--- src/rtl/dma_bus_arbiter_if.sv ---
// Bus bundle between the CPU, the DMA channels, the RAM port and dma_bus_arbiter.
// The slave modport is the arbiter's view; master is the surrounding system.
interface dma_bus_arbiter_if #(
  parameter int NCHAN = 4,
  parameter int AW    = 22,
  parameter int DW    = 16
);
  logic [AW-1:0]       cpu_addr;
  logic [DW-1:0]       cpu_data_in;
  logic                cpu_rd;
  logic                cpu_wr;
  logic                cpu_byte_op;
  logic                cpu_arbitrate;
  logic                cpu_ack;
  logic [NCHAN-1:0]    dma_req;
  logic [NCHAN-1:0]    dma_ack;
  logic [NCHAN*AW-1:0] dma_addr;
  logic [NCHAN*DW-1:0] dma_data_out;
  logic [NCHAN-1:0]    dma_rd;
  logic [NCHAN-1:0]    dma_wr;
  logic [DW-1:0]       dma_data_in;
  logic [AW-1:0]       ram_addr;
  logic [DW-1:0]       ram_data_out;
  logic [DW-1:0]       ram_data_in;
  logic                ram_rd;
  logic                ram_wr;
  logic                ram_byte_op;
  logic [2:0]          grant_chan;

  modport slave (
    input  cpu_addr, cpu_data_in, cpu_rd, cpu_wr, cpu_byte_op, cpu_arbitrate,
    input  dma_req, dma_addr, dma_data_out, dma_rd, dma_wr, ram_data_in,
    output cpu_ack, dma_ack, dma_data_in, ram_addr, ram_data_out,
    output ram_rd, ram_wr, ram_byte_op, grant_chan
  );

  modport master (
    output cpu_addr, cpu_data_in, cpu_rd, cpu_wr, cpu_byte_op, cpu_arbitrate,
    output dma_req, dma_addr, dma_data_out, dma_rd, dma_wr, ram_data_in,
    input  cpu_ack, dma_ack, dma_data_in, ram_addr, ram_data_out,
    input  ram_rd, ram_wr, ram_byte_op, grant_chan
  );
endinterface

--- src/rtl/dma_bus_arbiter.sv ---
// CPU / NCHAN-channel DMA bus arbiter with bounded bursts and a RAM port mux.
// Define ARB_FIXED_PRIO_EN for lowest-index-wins instead of round-robin.
module dma_bus_arbiter #(
  parameter int NCHAN = 4,
  parameter int BURST = 4,
  parameter int AW    = 22,
  parameter int DW    = 16
) (
  input logic             clk,
  input logic             reset,
  dma_bus_arbiter_if.slave bus
);
  typedef enum logic {S_CPU, S_DMA} state_t;

  state_t state, state_n;
  logic [3:0] cnt, cnt_n;
  logic [2:0] last, last_n, grant, grant_n, win, cand;

  // Channels padded to 8 so a 3-bit index always selects in range.
  logic [7:0]         req8, rd8, wr8;
  logic [7:0][AW-1:0] addr8;
  logic [7:0][DW-1:0] data8;

  logic [AW-1:0] src_addr;
  logic [DW-1:0] src_data;
  logic          src_rd, src_wr, src_byte;

  for (genvar i = 0; i < 8; i++) begin : g_chan
    if (i < NCHAN) begin : g_live
      assign req8[i]  = bus.dma_req[i];
      assign rd8[i]   = bus.dma_rd[i];
      assign wr8[i]   = bus.dma_wr[i];
      assign addr8[i] = bus.dma_addr[i*AW +: AW];
      assign data8[i] = bus.dma_data_out[i*DW +: DW];
      assign bus.dma_ack[i] = (state == S_DMA) && (grant == 3'(i));
    end else begin : g_pad
      assign req8[i]  = 1'b0;
      assign rd8[i]   = 1'b0;
      assign wr8[i]   = 1'b0;
      assign addr8[i] = '0;
      assign data8[i] = '0;
    end
  end

  always_comb begin
    win  = '0;
    cand = '0;
`ifdef ARB_FIXED_PRIO_EN
    for (int i = NCHAN - 1; i >= 0; i--) begin
      cand = 3'(i);
      if (req8[cand]) win = cand;
    end
`else
    // Scan from farthest to nearest so the channel right after last wins.
    for (int k = NCHAN; k >= 1; k--) begin
      cand = 3'((int'(last) + k) % NCHAN);
      if (req8[cand]) win = cand;
    end
`endif
  end

  always_ff @(posedge clk) begin
    if (reset) begin
      state <= S_CPU;
      cnt   <= '0;
      last  <= 3'(NCHAN - 1);
      grant <= '0;
    end else begin
      state <= state_n;
      cnt   <= cnt_n;
      last  <= last_n;
      grant <= grant_n;
    end
  end

  always_comb begin
    state_n = state;
    cnt_n   = cnt;
    last_n  = last;
    grant_n = grant;
    case (state)
      S_CPU: begin
        if ((|req8) && bus.cpu_arbitrate) begin
          state_n = S_DMA;
          cnt_n   = '0;
          last_n  = win;
          grant_n = win;
        end
      end
      S_DMA: begin
        cnt_n = cnt + 4'd1;
        // Always hand back to the CPU: no back-to-back bursts.
        if (cnt == 4'(BURST - 1) || !req8[grant]) begin
          state_n = S_CPU;
          cnt_n   = '0;
          grant_n = '0;
        end
      end
      default: state_n = S_CPU;
    endcase
  end

  always_comb begin
    if (state == S_DMA) begin
      src_addr = addr8[grant];
      src_data = data8[grant];
      src_rd   = rd8[grant];
      src_wr   = wr8[grant];
      src_byte = 1'b0;
    end else begin
      src_addr = bus.cpu_addr;
      src_data = bus.cpu_data_in;
      src_rd   = bus.cpu_rd;
      src_wr   = bus.cpu_wr;
      src_byte = bus.cpu_byte_op;
    end
  end

  assign bus.ram_addr     = src_addr;
  assign bus.ram_data_out = src_data;
  assign bus.ram_rd       = src_rd & ~src_wr;
  assign bus.ram_wr       = src_wr & ~src_rd;
  assign bus.ram_byte_op  = src_byte;
  assign bus.dma_data_in  = bus.ram_data_in;
  assign bus.cpu_ack      = (state == S_CPU);
  assign bus.grant_chan   = grant;
endmodule

--- src/flat_wrapper.sv ---
// flat-port wrapper written by rule: the top's interface ports become plain ports
module dma_bus_arbiter_flat 
#(
  parameter int NCHAN = 4,
  parameter int BURST = 4,
  parameter int AW    = 22,
  parameter int DW    = 16
)
  (clk, reset, bus_cpu_addr, bus_cpu_data_in, bus_cpu_rd, bus_cpu_wr, bus_cpu_byte_op, bus_cpu_arbitrate, bus_dma_req, bus_dma_addr, bus_dma_data_out, bus_dma_rd, bus_dma_wr, bus_ram_data_in, bus_cpu_ack, bus_dma_ack, bus_dma_data_in, bus_ram_addr, bus_ram_data_out, bus_ram_rd, bus_ram_wr, bus_ram_byte_op, bus_grant_chan);
  dma_bus_arbiter_if #(.NCHAN(NCHAN), .AW(AW), .DW(DW)) bus_i ();
  input logic clk;
  input logic reset;
  input wire logic [$bits(bus_i.cpu_addr)-1:0] bus_cpu_addr;
  input wire logic [$bits(bus_i.cpu_data_in)-1:0] bus_cpu_data_in;
  input wire logic [$bits(bus_i.cpu_rd)-1:0] bus_cpu_rd;
  input wire logic [$bits(bus_i.cpu_wr)-1:0] bus_cpu_wr;
  input wire logic [$bits(bus_i.cpu_byte_op)-1:0] bus_cpu_byte_op;
  input wire logic [$bits(bus_i.cpu_arbitrate)-1:0] bus_cpu_arbitrate;
  input wire logic [$bits(bus_i.dma_req)-1:0] bus_dma_req;
  input wire logic [$bits(bus_i.dma_addr)-1:0] bus_dma_addr;
  input wire logic [$bits(bus_i.dma_data_out)-1:0] bus_dma_data_out;
  input wire logic [$bits(bus_i.dma_rd)-1:0] bus_dma_rd;
  input wire logic [$bits(bus_i.dma_wr)-1:0] bus_dma_wr;
  input wire logic [$bits(bus_i.ram_data_in)-1:0] bus_ram_data_in;
  output wire logic [$bits(bus_i.cpu_ack)-1:0] bus_cpu_ack;
  output wire logic [$bits(bus_i.dma_ack)-1:0] bus_dma_ack;
  output wire logic [$bits(bus_i.dma_data_in)-1:0] bus_dma_data_in;
  output wire logic [$bits(bus_i.ram_addr)-1:0] bus_ram_addr;
  output wire logic [$bits(bus_i.ram_data_out)-1:0] bus_ram_data_out;
  output wire logic [$bits(bus_i.ram_rd)-1:0] bus_ram_rd;
  output wire logic [$bits(bus_i.ram_wr)-1:0] bus_ram_wr;
  output wire logic [$bits(bus_i.ram_byte_op)-1:0] bus_ram_byte_op;
  output wire logic [$bits(bus_i.grant_chan)-1:0] bus_grant_chan;
  assign bus_i.cpu_addr = bus_cpu_addr;
  assign bus_i.cpu_data_in = bus_cpu_data_in;
  assign bus_i.cpu_rd = bus_cpu_rd;
  assign bus_i.cpu_wr = bus_cpu_wr;
  assign bus_i.cpu_byte_op = bus_cpu_byte_op;
  assign bus_i.cpu_arbitrate = bus_cpu_arbitrate;
  assign bus_i.dma_req = bus_dma_req;
  assign bus_i.dma_addr = bus_dma_addr;
  assign bus_i.dma_data_out = bus_dma_data_out;
  assign bus_i.dma_rd = bus_dma_rd;
  assign bus_i.dma_wr = bus_dma_wr;
  assign bus_i.ram_data_in = bus_ram_data_in;
  assign bus_cpu_ack = bus_i.cpu_ack;
  assign bus_dma_ack = bus_i.dma_ack;
  assign bus_dma_data_in = bus_i.dma_data_in;
  assign bus_ram_addr = bus_i.ram_addr;
  assign bus_ram_data_out = bus_i.ram_data_out;
  assign bus_ram_rd = bus_i.ram_rd;
  assign bus_ram_wr = bus_i.ram_wr;
  assign bus_ram_byte_op = bus_i.ram_byte_op;
  assign bus_grant_chan = bus_i.grant_chan;
  dma_bus_arbiter #(.NCHAN(NCHAN), .BURST(BURST), .AW(AW), .DW(DW)) u_core (.clk(clk), .reset(reset), .bus(bus_i));
endmodule
--- config.mk ---
export PLATFORM = sky130hd
export DESIGN_NAME = dma_bus_arbiter_flat
export DESIGN_NICKNAME = d
export VERILOG_FILES = /design/src/rtl/dma_bus_arbiter_if.sv /design/src/rtl/dma_bus_arbiter.sv /design/src/flat_wrapper.sv
export SDC_FILE = /design/constraint.sdc
export NUM_CORES = 1
export LEC_CHECK = 0
export ABC_CLOCK_PERIOD_IN_PS = 2390
export CORE_AREA = 2 2 112 114
export DETAILED_ROUTE_END_ITERATION = 8
export DIE_AREA = 0 0 114 116
export PLACE_DENSITY = 0.64
export SLEW_MARGIN = 20
export SYNTH_ARGS = -nofsm -noshare
export SYNTH_HDL_FRONTEND = slang
export SYNTH_SLANG_ARGS = --single-unit
export TNS_END_PERCENT = 100
--- constraint.sdc ---
create_clock -name clk -period 2.39 [get_ports clk]
set_input_delay 0.478 -clock clk [delete_from_list [all_inputs] [get_ports clk]]
set_output_delay 0.478 -clock clk [all_outputs]
set_load 0.02 [all_outputs]
Word level (Yosys, flattened, before mapping)
Cells that the tools add are included.

Memories kept: 0. Logic and storage cells: 80. Latch bits: 0. Register bits: 10. Output and inout port bits: 65. Bits in read-only memories: 0. Memory bits (writable): 0.

Reduce and logical (&&, ||, !) cells: 15. $mul: 0. Shifts and indexed selects: 0. Muxes and demuxes: 36. $lt $le $gt $ge: 5. Bitwise gates (word level): 9. Div/mod/pow operators: 0. Equal/unequal tests: 6. Add/subtract/negate cells: 5.

Operators by type and width (number): 22-bit binary-select mux with 3-bit select (1); 16-bit binary-select mux with 3-bit select (1); 22-bit 2-to-1 mux (2); 16-bit 2-to-1 mux (2); 1-bit binary-select mux with 3-bit select (7); 3-bit by 4-bit < comparator with 1-bit output (second input constant) (5); 3-bit 2-to-1 mux (6); 1-bit 2-to-1 mux (12); 4-bit 2-to-1 mux (2); 4-bit one-hot mux with 2 select lines (1); 2-bit OR reduction (4); 3-bit by 2-bit == test with 1-bit output (second input constant) (2); 3-bit one-hot mux with 2 select lines (1); 1-bit logical AND (5); 2-bit by 1-bit adder with 2-bit output (second input constant) (2); 2-bit adder (second input constant) (2); 4-bit by 1-bit adder with 4-bit output (second input constant) (1); 1-bit bitwise AND (first input constant) (4); 4-bit by 2-bit == test with 1-bit output (second input constant) (1); 2-bit AND reduction (2); 4-bit OR reduction (1); 3-bit by 1-bit == test with 1-bit output (second input constant) (1); 3-bit logical NOT (1); 1-bit NOT (3); other kinds (6) (7).

Longest topological paths before layout
Gate-level depths: netlist of run 1.

Depth after elaboration: 11. Gate-level depth with buffers: 5.

Worst setup path before layout of run 1
OpenSTA, ideal clock, no wires.

Path kind: register to output. Start point: reg u_core.grant[0], in the netlist u_core.bus.grant_chan[0]. End point: out bus_ram_rd. Arrival time: 1.770 ns. Cell stages (with the launch flop): 5. Slack: 0.142 ns. Cells stage by stage: dfxtp_1 > buf_6 > mux4_2 > and2_1 > nor3_1.

Longest elaborated chain between the ends: 5.

Ends and longest elaborated chain: start: declaration (line dma_bus_arbiter.sv:17) `logic [2:0] last, last_n, grant, grant_n, win, cand;`; start signal: assignment (line dma_bus_arbiter.sv:72) `grant <= grant_n;`; 1-bit binary-select mux with 3-bit select (line dma_bus_arbiter.sv:108) `src_wr = wr8[grant];`; 1-bit 2-to-1 mux (implied by the code) (line dma_bus_arbiter.sv:108); 1-bit 2-to-1 mux (line dma_bus_arbiter.sv:104) `if (state == S_DMA) begin`; 1-bit NOT (line dma_bus_arbiter.sv:121) `assign bus.ram_rd = src_rd & ~src_wr;`; 1-bit bitwise AND (*) (line dma_bus_arbiter.sv:121); end: declaration (line flat_wrapper.sv:30) `output wire logic [$bits(bus_i.ram_rd)-1:0] bus_ram_rd;`.

Every way passes the cells marked *; elsewhere a longest branch is shown, timed or not. The select of a mux whose other input is x is not followed.

Worst setup path after layout of run 1
Start point: in bus_dma_data_out[22]. End point: out bus_ram_data_out[6].

Longest elaborated chain between the ends: 3.

Ends and longest elaborated chain: start: declaration (line flat_wrapper.sv:21) `input wire logic [$bits(bus_i.dma_data_out)-1:0] bus_dma_data_out;`; 16-bit binary-select mux with 3-bit select (line dma_bus_arbiter.sv:106) `src_data = data8[grant];`; 16-bit 2-to-1 mux (implied by the code) (line dma_bus_arbiter.sv:106); 16-bit 2-to-1 mux (line dma_bus_arbiter.sv:104); end: declaration (line flat_wrapper.sv:29) `output wire logic [$bits(bus_i.ram_data_out)-1:0] bus_ram_data_out;`.

Every way passes these cells. The select of a mux whose other input is x is not followed.

==> results.toml, run 1 <==
[floorplan]
dieArea_mm2 = 0.0132
dieHeight_um = 116
ioPinCount = 289
rows = 40
start_util = 0.181
die_w_um = 114
core_area_mm2 = 0.0119

[worst_setup_path]
startpoint_type = "primary input"
cp_data_required_time_ns = 1.91
slowest_delay_ns = 0.49
crit_start = "bus_dma_data_out[22]"
reg2reg_from = "u_core.bus.grant_chan[0]$_SDFFE_PP0P_"
cpLargestDelayFamily = "multiplexers"
worst_ep_arrival_time_ns = 1.99
cp_max_fo = 1
worstPathCellList = "clkdlybuf4s50_1 -> mux4_2 -> mux2_2 -> dlygate4sd2_1"
path_class = "in2out"
worst-path-buf-inv = 2
cp_slowest_cell = "mux4_2"
endpoint_kind = "output pin"

[clock_tree]
cts_tree = "done"
cts.sinks = 9
cts_root_buf = "clkbuf_16"
cts_buffers = 3
h-tree-depth = 1
insertion_delay_ns = 0.23
clk_path_buf_depth = 2
cts.reportedPaths.clkPinSlew_ns = 0.04

[synthesis]
yosysWarnings = 0
ys_seq_area_frac = 0.0834
synth.avg_cell_area_um2 = 11.6
yosysUniqueCellTypes = 42
synth_compound_gate_area_share = 0.0840
synth-xor-area-share = 0
synth_area_leader_cell = "mux4_2"
synth_top_family_by_area = "multiplexers"
synthFlopType = "dfxtp_1"
synth_nets = 411
ys_ff_latch = 9
synth_area_leaders = "mux4_2, mux2_2, dfxtp_1"
syn-instance-count = 186
ys_async_sr_fraction = 0
yosysTopAreaCellShare = 0.427
yosys.area_share.simple = 0.0851
yosys.area_share.adder = 0.00579
synth_edf_count = 0
synth.area.mux_share = 0.630
syn-cell-area_mm2 = 0.00216

[timing]
setup_viol = 5
fin_crit_ns = 2.46
drv_slew = 0
fmax_mhz = 406
whs_ns = 0.502
final_hold_viol_count = 0
fin_worst_skew_ns = 0.00279
timing.setup.tns_ns = -0.235
layout_setup_ws_ns = -0.0736
rsz0062_at_grt = "yes"
period_share = 1.03

[drt]
wl_um = 11000
dr.pass1.iters = 4
ant_nets = 0
drt_iter0_markers = 93
wire_per_inst_um = 18.8
via_count = 2676
route.detailed.drc = 0
vias_per_cell = 4.57

[finish]
final_nets = 665
area_growth_pct = 128
final_layout_size_suffix_gt1_frac = 0.355
n_antenna_cell = 0
final_common_cell = "clkdlybuf4s50_1"
final_cell_mix = "clkdlybuf4s50_1, mux4_2, mux2_2, buf_4, buf_2"

[hold_path]
hold_path.class = "reg2reg"
hold_path_startpoint = "u_core.cnt[0]$_SDFFE_PP0P_"

[placed_design]
gp_congestion = 0.763
hpwl_um = 9290
portBuffers = 255

[grt]
grt_max_degree = 33
grt-ovfl-total = 0
grt_usage = 0.153
grt_pass1_vias = 2847
antenna_found_initial = 0
grt_pass1_wl_um = 15800

[power_and_ir_drop]
leakage_nw = 1.83
p_per_area_mw_per_mm2 = 300
ir_drop_mv = 0.293

[run]
maxCapViolations = 0

[run_status]
violations = "negative setup slack"
status = "finished, violations left"
-- cell families after synthesis --
| kind of cell | count (synthesis) |
|---|---|
| buffers and inverters | 40 |
| adder cells (fa/ha/maj) | 1 |
| AO/OA/AOI/OAI | 24 |
| other | 1 |
| multiplexers | 80 |
| flip-flops | 9 |
| AND/OR/NAND/NOR | 31 |
-- metrics by stage --
stage	power (mW)	utilization	worst slack, ns	instances	instance area, um2
6_report	1.48	0.413	-0.0736	586	4920
5_1_grt	1.56	0.413	-0.0923	586	4920
4_1_cts	1.49	0.418	-0.109	581	4980
3_5_place_dp	1.22	0.409	-0.462	574	4880
2_1_floorplan	0.661	-	0.142	186	2160
3_3_place_gp	1.21	0.409	-0.447	574	4880
-- routing by layer --
metal,vias to the layer above,global-route usage,share of wire
li1,1246,-,-
met5,-,0,0
met3,10,0.0387,0.084
met1,1286,0.185,0.39
met4,0,0.0228,0.0069
met2,134,0.280,0.52
-- worst paths after layout --
| path | end | slack (ns) | depth (start not counted) |
|---|---|---|---|
| worst max-delay path | bus_ram_data_out[6] | -0.07 | 4 |
| worst min-delay path | u_core.cnt[0]$_SDFFE_PP0P_ | 0.50 | 2 |
| worst max register to register | u_core.cnt[3]$_SDFFE_PP0P_ | 0.38 | 6 |
| worst min register to register | u_core.cnt[0]$_SDFFE_PP0P_ | 0.50 | 2 |
-- state kept, by name (all words and copies together) (netlist names) --
signal / cells
u_core.cnt: 4
u_core.state: 1
u_core.last: 2
u_core.bus.grant_chan: 2
-- area by class of cell --
| type | instances | area [um2] |
|---|---|---|
| fillers | 1177 | 6990 |
| repair buffers | 283 | 2690 |
| multi-input cells | 137 | 1760 |
| flip-flops and latches | 9 | 186 |
| well taps | 147 | 184 |
| clock buffers | 4 | 78.8 |
| inverters | 6 | 22.5 |
-- synthesized netlist by cell type (2+ instances only) --
library cell,n
buf_2,7
inv_1,6
buf_4,17
mux2_2,38
dfxtp_1,9
nand3_1,2
mux4_2,41
o221ai_1,2
clkbuf_1,6
buf_6,2
nor2_1,2
nor2b_1,3
nor3_1,3
buf_1,2
nand2_1,6
nand2b_1,5
a21oi_1,4
o21ai_0,7
-- worst reg2reg max path: stages (launching register included) --
cell	delay [ns]
dfxtp_4	0.43
buf_12	0.16
buf_4	0.17
mux4_2	0.56
nand4_1	0.21
nor3_1	0.08
a211o_2	0.30
-- power by group --
group / switching [mW] / leakage [nW] / internal, mW
Clock: 0.0681 / 0.0382 / 0.223
Sequential: 0.0197 / 0.0751 / 0.161
Combinational: 0.360 / 1.72 / 0.645
Total: 0.447 / 1.83 / 1.03
-- repair_timing --
| item | CTS | global route |
|---|---|---|
| setup endpoints to repair | 42 | 40 |
| hold buffers | 0 | 0 |
| buffers inserted | 2 | 5 |
| gates resized for setup | 86 | 67 |
| hold endpoints to repair | 0 | 0 |
| gates cloned | 1 | 0 |
(Power assumes the default switching activity.)
==> run 2, diff against run 1 <==
CORE_AREA = 2 2 111 113   (was 2 2 112 114)
CTS_CLUSTER_SIZE = 8   (was unset)
DIE_AREA = 0 0 113 115   (was 0 0 114 116)
DONT_BUFFER_PORTS = 1   (was unset)
PLACE_DENSITY = 0.33   (was 0.64)
==> run 2 against run 1 <==
  * The flow finishes with violations (design-rule violations)
  * Worst hold slack got worse by 0.20 ns
  * Die area down 1.7%
  * Utilization shrank 21 points
  * First-iteration DRC count grew 62%
  * Sequential power rose by 2%
  * Global-route usage shrank 4.1 points
  * Sequential share of layout area rose by 4.2 points
  * Non-clock buffer count down 271
  * Register-to-register slack improved by 0.07 ns
  * Cell count shrank 46%
  * Maximum frequency increased by 9.3%
  * Count of clock-buffer cells in the layout unchanged
  * Largest cell class is now multi-input combinational cells
==> results.toml, run 2 (synthesized netlist as in run 1, its figures left out) <==
[run_status]
status = "finished, violations left"
violations = "design-rule violations"

[finish]
final_common_cell = "mux4_2"
n_antenna_cell = 0
largest_register = "u_core.cnt"
largest_reg_flops = 4
num-fill-cells = 1299
area_growth_pct = 8.57
final_nets = 394
final_layout_size_suffix_gt1_frac = 0.613
final_cell_mix = "mux4_2, mux2_2, buf_4, o21ai_0"

[clock_tree]
cts_tree = "done"
h-tree-depth = 1
clk_path_buf_depth = 2
insertion_delay_ns = 0.23
cts_buffers = 3
post_cts_buffers = 0
cts_root_buf = "clkbuf_16"
cts.sinks = 9
cts.reportedPaths.clkPinSlew_ns = 0.04

[floorplan]
start_util = 0.183
dieArea_mm2 = 0.0130
die_w_um = 113
core_area_mm2 = 0.0118
ioPinCount = 289
dieHeight_um = 115
rows = 40

[grt]
grt_max_degree = 23
grt_usage = 0.112
grt_pass1_wl_um = 10800
antenna_found_initial = 1
grt-ovfl-total = 0
grt_pass1_vias = 1656

[timing]
fin_crit_ns = 2.25
timing.setup.tns_ns = 0
rsz0062_at_grt = "no"
fmax_mhz = 444
final_hold_viol_count = 0
setup_viol = 0
drv_slew = 0
fin_worst_skew_ns = 0.000552
period_share = 0.943

[worst_setup_path]
worst_ep_arrival_time_ns = 1.78
r2r-end = "u_core.cnt[3]$_SDFFE_PP0P_"
endpoint_kind = "output pin"
reg2reg_depth = 5
r2r_slack_ns = 0.45
path_class = "reg2out"
cp_data_required_time_ns = 1.91
reg2reg_from = "u_core.bus.grant_chan[0]$_SDFFE_PP0P_"
cp_max_fo = 21
startpoint_type = "register"

[drt]
route.detailed.drc = 20
dr.pass1.iters = 6
via_count = 1707
drt_iter0_markers = 151
wl_um = 8490
wire_per_inst_um = 26.9
ant_nets = 0
vias_per_cell = 5.42

[run]
maxCapViolations = 0

[placed_design]
hpwl_um = 7410
gp_congestion = 0.749
portBuffers = 0

[power_and_ir_drop]
total_power_mw = 1.01
ir_drop_mv = 0.244
leakage_nw = 0.697
p_per_area_mw_per_mm2 = 430

[hold_path]
hold-path-cell-count = 1
hold_path_startpoint = "reset"
min_to = "u_core.state$_SDFF_PP0_"
hold_path.class = "in2reg"
==> run 2: changes by cell type in the layout (fill, tap and decap cells not counted), sizes merged <==
cell           previous run  this run
clkdlybuf4s50           214         0
clkbuf                   18         4
dlygate4sd2               5         0
buf                      49        12
dlymetal6s2s              1         0
==> run 2: routing by layer <==
layer,routed length (um),global-route usage,vias to the layer above
li1,-,-,709
met1,3420,0.153,857
met2,4180,0.187,137
met3,876,0.0337,2
met4,0,0.00244,2
met5,13,0,-
==> run 2: cell type report <==
| class | instances | area [um2] | area share |
|---|---|---|---|
| multi-input cells | 137 | 1750 | 0.745 |
| flip-flops and latches | 9 | 186 | 0.0795 |
| well taps | 147 | 184 | 0.0784 |
| repair buffers | 12 | 128 | 0.0544 |
| clock buffers | 4 | 78.8 | 0.0336 |
| inverters | 6 | 22.5 | 0.00960 |
==> run 2: how the worst max path moves through the flow <==
stage / to / start / cells past startpoint
2_1_floorplan: bus_ram_rd / u_core.bus.grant_chan[0]$_SDFFE_PP0P_ / 4
3_3_place_gp: bus_ram_rd / bus_dma_rd[3] / 4
3_5_place_dp: bus_ram_wr / bus_dma_rd[3] / 3
4_1_cts: bus_ram_rd / u_core.bus.grant_chan[0]$_SDFFE_PP0P_ / 4
5_1_grt: bus_ram_wr / u_core.bus.grant_chan[0]$_SDFFE_PP0P_ / 3
6_report: bus_ram_addr[17] / u_core.bus.grant_chan[0]$_SDFFE_PP0P_ / 3
==> run 2: timing repair <==
| item | CTS | global route |
|---|---|---|
| setup endpoints to repair | 0 | 2 |
| resized for setup | 0 | 1 |
| hold buffers | 0 | 0 |
| endpoints found under the hold margin | 0 | 0 |
==> run 2: power by group <==
group | total (mW) | switching [mW] | internal, mW | leakage, nW
Clock | 0.301 | 0.0778 | 0.224 | 0.0382
Sequential | 0.184 | 0.0235 | 0.160 | 0.0751
Combinational | 0.524 | 0.270 | 0.254 | 0.584
Total | 1.01 | 0.371 | 0.638 | 0.697
==> run 2: stage by stage <==
stage | setup slack, ns | utilization | hold WS, ns | std cells | area (um2)
global route | 0.0602 | 0.199 | 0.299 | 315 | 2350
CTS | 0.00576 | 0.198 | 0.301 | 315 | 2340
global placement | 0.232 | 0.192 | 0.471 | 311 | 2260
finish | 0.136 | 0.199 | 0.305 | 315 | 2350
detailed placement | 0.240 | 0.192 | 0.488 | 311 | 2260
floorplan | 0.142 | - | 0.450 | 186 | 2160
==> run 2: worst max-delay path, stage by stage (launching register included) <==
cell and delay [ns]:
dfxtp_4 0.40, buf_12 0.21, mux4_2 0.56, mux2_2 0.35
==> run 3, diff against run 2 <==
--- a/config.mk
+++ b/config.mk
@@ -7,4 +7,5 @@
 export LEC_CHECK = 0
 export ABC_CLOCK_PERIOD_IN_PS = 2390
+export CAP_MARGIN = 0
 export CORE_AREA = 2 2 111 113
 export CTS_CLUSTER_SIZE = 8
==> constraint.sdc (replaced) <==
create_clock -name clk -period 2.39 [get_ports clk]
set_input_delay 0.478 -clock clk [delete_from_list [all_inputs] [get_ports clk]]
set_output_delay 0.478 -clock clk [all_outputs]
set_load 0.01 [all_outputs]
==> run 3 against run 2 <==
  * The run still ends with design-rule violations left
  * Sequential power up 3%
  * Worst hold slack better by 0.014 ns
  * Utilization decreased by 0.29 points
  * Critical path depth is the same
  * Combinational power decreased by 16%
  * Power decreased by 8.7%
  * Sequential share of layout area rose by 0.22 points
  * Non-clock buffer count fell by 4
  * Clock skew rose by 0.0023 ns
==> results.toml, run 3 (synthesized netlist as in run 1, its figures left out) <==
[floorplan]
rows = 40
ioPinCount = 289
core_area_mm2 = 0.0118
dieHeight_um = 115
start_util = 0.183
die_w_um = 113
dieArea_mm2 = 0.0130

[drt]
vias_per_cell = 5.38
route.detailed.drc = 20
wl_um = 8640
via_count = 1672
drt_iter0_markers = 75
dr.pass1.iters = 6
ant_nets = 0
wire_per_inst_um = 27.8

[hold_path]
hold_path.class = "in2reg"
hold-path-cell-count = 1

[power_and_ir_drop]
leakage_nw = 0.675
ir_drop_mv = 0.318
pwr-share-clk = 0.316
p_per_area_mw_per_mm2 = 398
switching_share = 0.319
power.switching_mw = 0.294
internal_power_mw = 0.627
total_power_mw = 0.921
p_seq_frac = 0.206
comb_power_share = 0.478

[timing]
setup_viol = 0
fin_crit_ns = 2.26
whs_ns = 0.318
layout_setup_ws_ns = 0.126
period_share = 0.947
fmax_mhz = 442
drv_slew = 0
fin_worst_skew_ns = 0.00283
rsz0062_at_grt = "no"
timing.setup.tns_ns = 0
final_hold_viol_count = 0

[finish]
final_layout_size_suffix_gt1_frac = 0.598
utilization = 0.196
area_growth_pct = 7.01
largest_register = "u_core.cnt"
final_cells = 311
largest_reg_flops = 4
final_cell_mix = "mux4_2, mux2_2, o21ai_0"
final_common_cell = "mux4_2"
final_area_mm2 = 0.00231
n_antenna_cell = 0
final_nets = 390

[grt]
grt_usage = 0.113
grt_pass1_vias = 1768
antenna_found_initial = 3
grt_pass1_wl_um = 10900
grt_max_degree = 25
grt-ovfl-total = 0

[worst_setup_path]
path_class = "reg2out"
reg2reg_depth = 5
cp_max_fo = 20
cp_data_required_time_ns = 1.91
worst_ep_arrival_time_ns = 1.79
startpoint_type = "register"
endpoint_kind = "output pin"

[clock_tree]
cts.sinks = 9
h-tree-depth = 1
clk_path_buf_depth = 2
insertion_delay_ns = 0.23
cts_root_buf = "clkbuf_16"
cts.reportedPaths.clkPinSlew_ns = 0.04
cts_tree = "done"
ctsHoldBuffers = 0
cts_buffers = 3

[run_status]
violations = "design-rule violations"
status = "finished, violations left"

[placed_design]
dpl_cell_area_mm2 = 0.00223
hpwl_um = 7490
gp_congestion = 0.739
portBuffers = 0
pre_cts_ws_ns = 0.288
post-place-cells = 306

[run]
maxCapViolations = 0
run 3: cell types whose count changed in the layout (fill, tap and decap cells not counted):
cell / delta
mux2i_2: -1
mux2i_1: +1
dfxtp_4: +1
buf_2: +1
buf_4: -5
dfxtp_2: -1
run 3: path summary, 6_finish.rpt:
kind | slack (ns) | end | start
worst min-delay path | 0.32 | u_core.state$_SDFF_PP0_ | reset
worst min register to register | 0.48 | u_core.cnt[1]$_SDFFE_PP0P_ | u_core.cnt[1]$_SDFFE_PP0P_
worst max register to register | 0.41 | u_core.cnt[3]$_SDFFE_PP0P_ | u_core.bus.grant_chan[0]$_SDFFE_PP0P_
worst max-delay path | 0.13 | bus_ram_addr[18] | u_core.bus.grant_chan[0]$_SDFFE_PP0P_
run 3: per-layer routing:
layer | wire length (um) | GRT usage | up-vias | share of wire
li1 | - | - | 699 | -
met2 | 4500 | 0.205 | 131 | 0.52
met3 | 1020 | 0.0395 | 8 | 0.12
met1 | 3030 | 0.133 | 828 | 0.35
met4 | 46 | 0.0122 | 6 | 0.0053
met5 | 42 | 0 | - | 0.0049
run 3: final cells by class:
| class | count | area, um2 |
|---|---|---|
| well taps | 147 | 184 |
| flip-flops and latches | 9 | 189 |
| repair buffers | 8 | 95.1 |
| inverters | 6 | 22.5 |
| multi-input cells | 137 | 1740 |
| fillers | 1275 | 9500 |
| clock buffers | 4 | 78.8 |
run 3: critical path, stage by stage (launching register included):
cell	delay, ns
dfxtp_4	0.47
buf_12	0.23
mux4_2	0.53
mux2_2	0.32
run 3: what timing repair did:
action / in CTS / in global routing
setup endpoints to repair: 0 / 16
resized for setup: 0 / 1
setup buffers: 0 / 1
run 3: power by group through the flow:
stage	clock (mW)	combinational (mW)	sequential (mW)
after global placement	0	0.437	0.195
after floorplan	0	0.415	0.170
after global routing	0.310	0.471	0.194
final	0.291	0.440	0.190
after detailed placement	0	0.443	0.195
after CTS	0.301	0.445	0.193
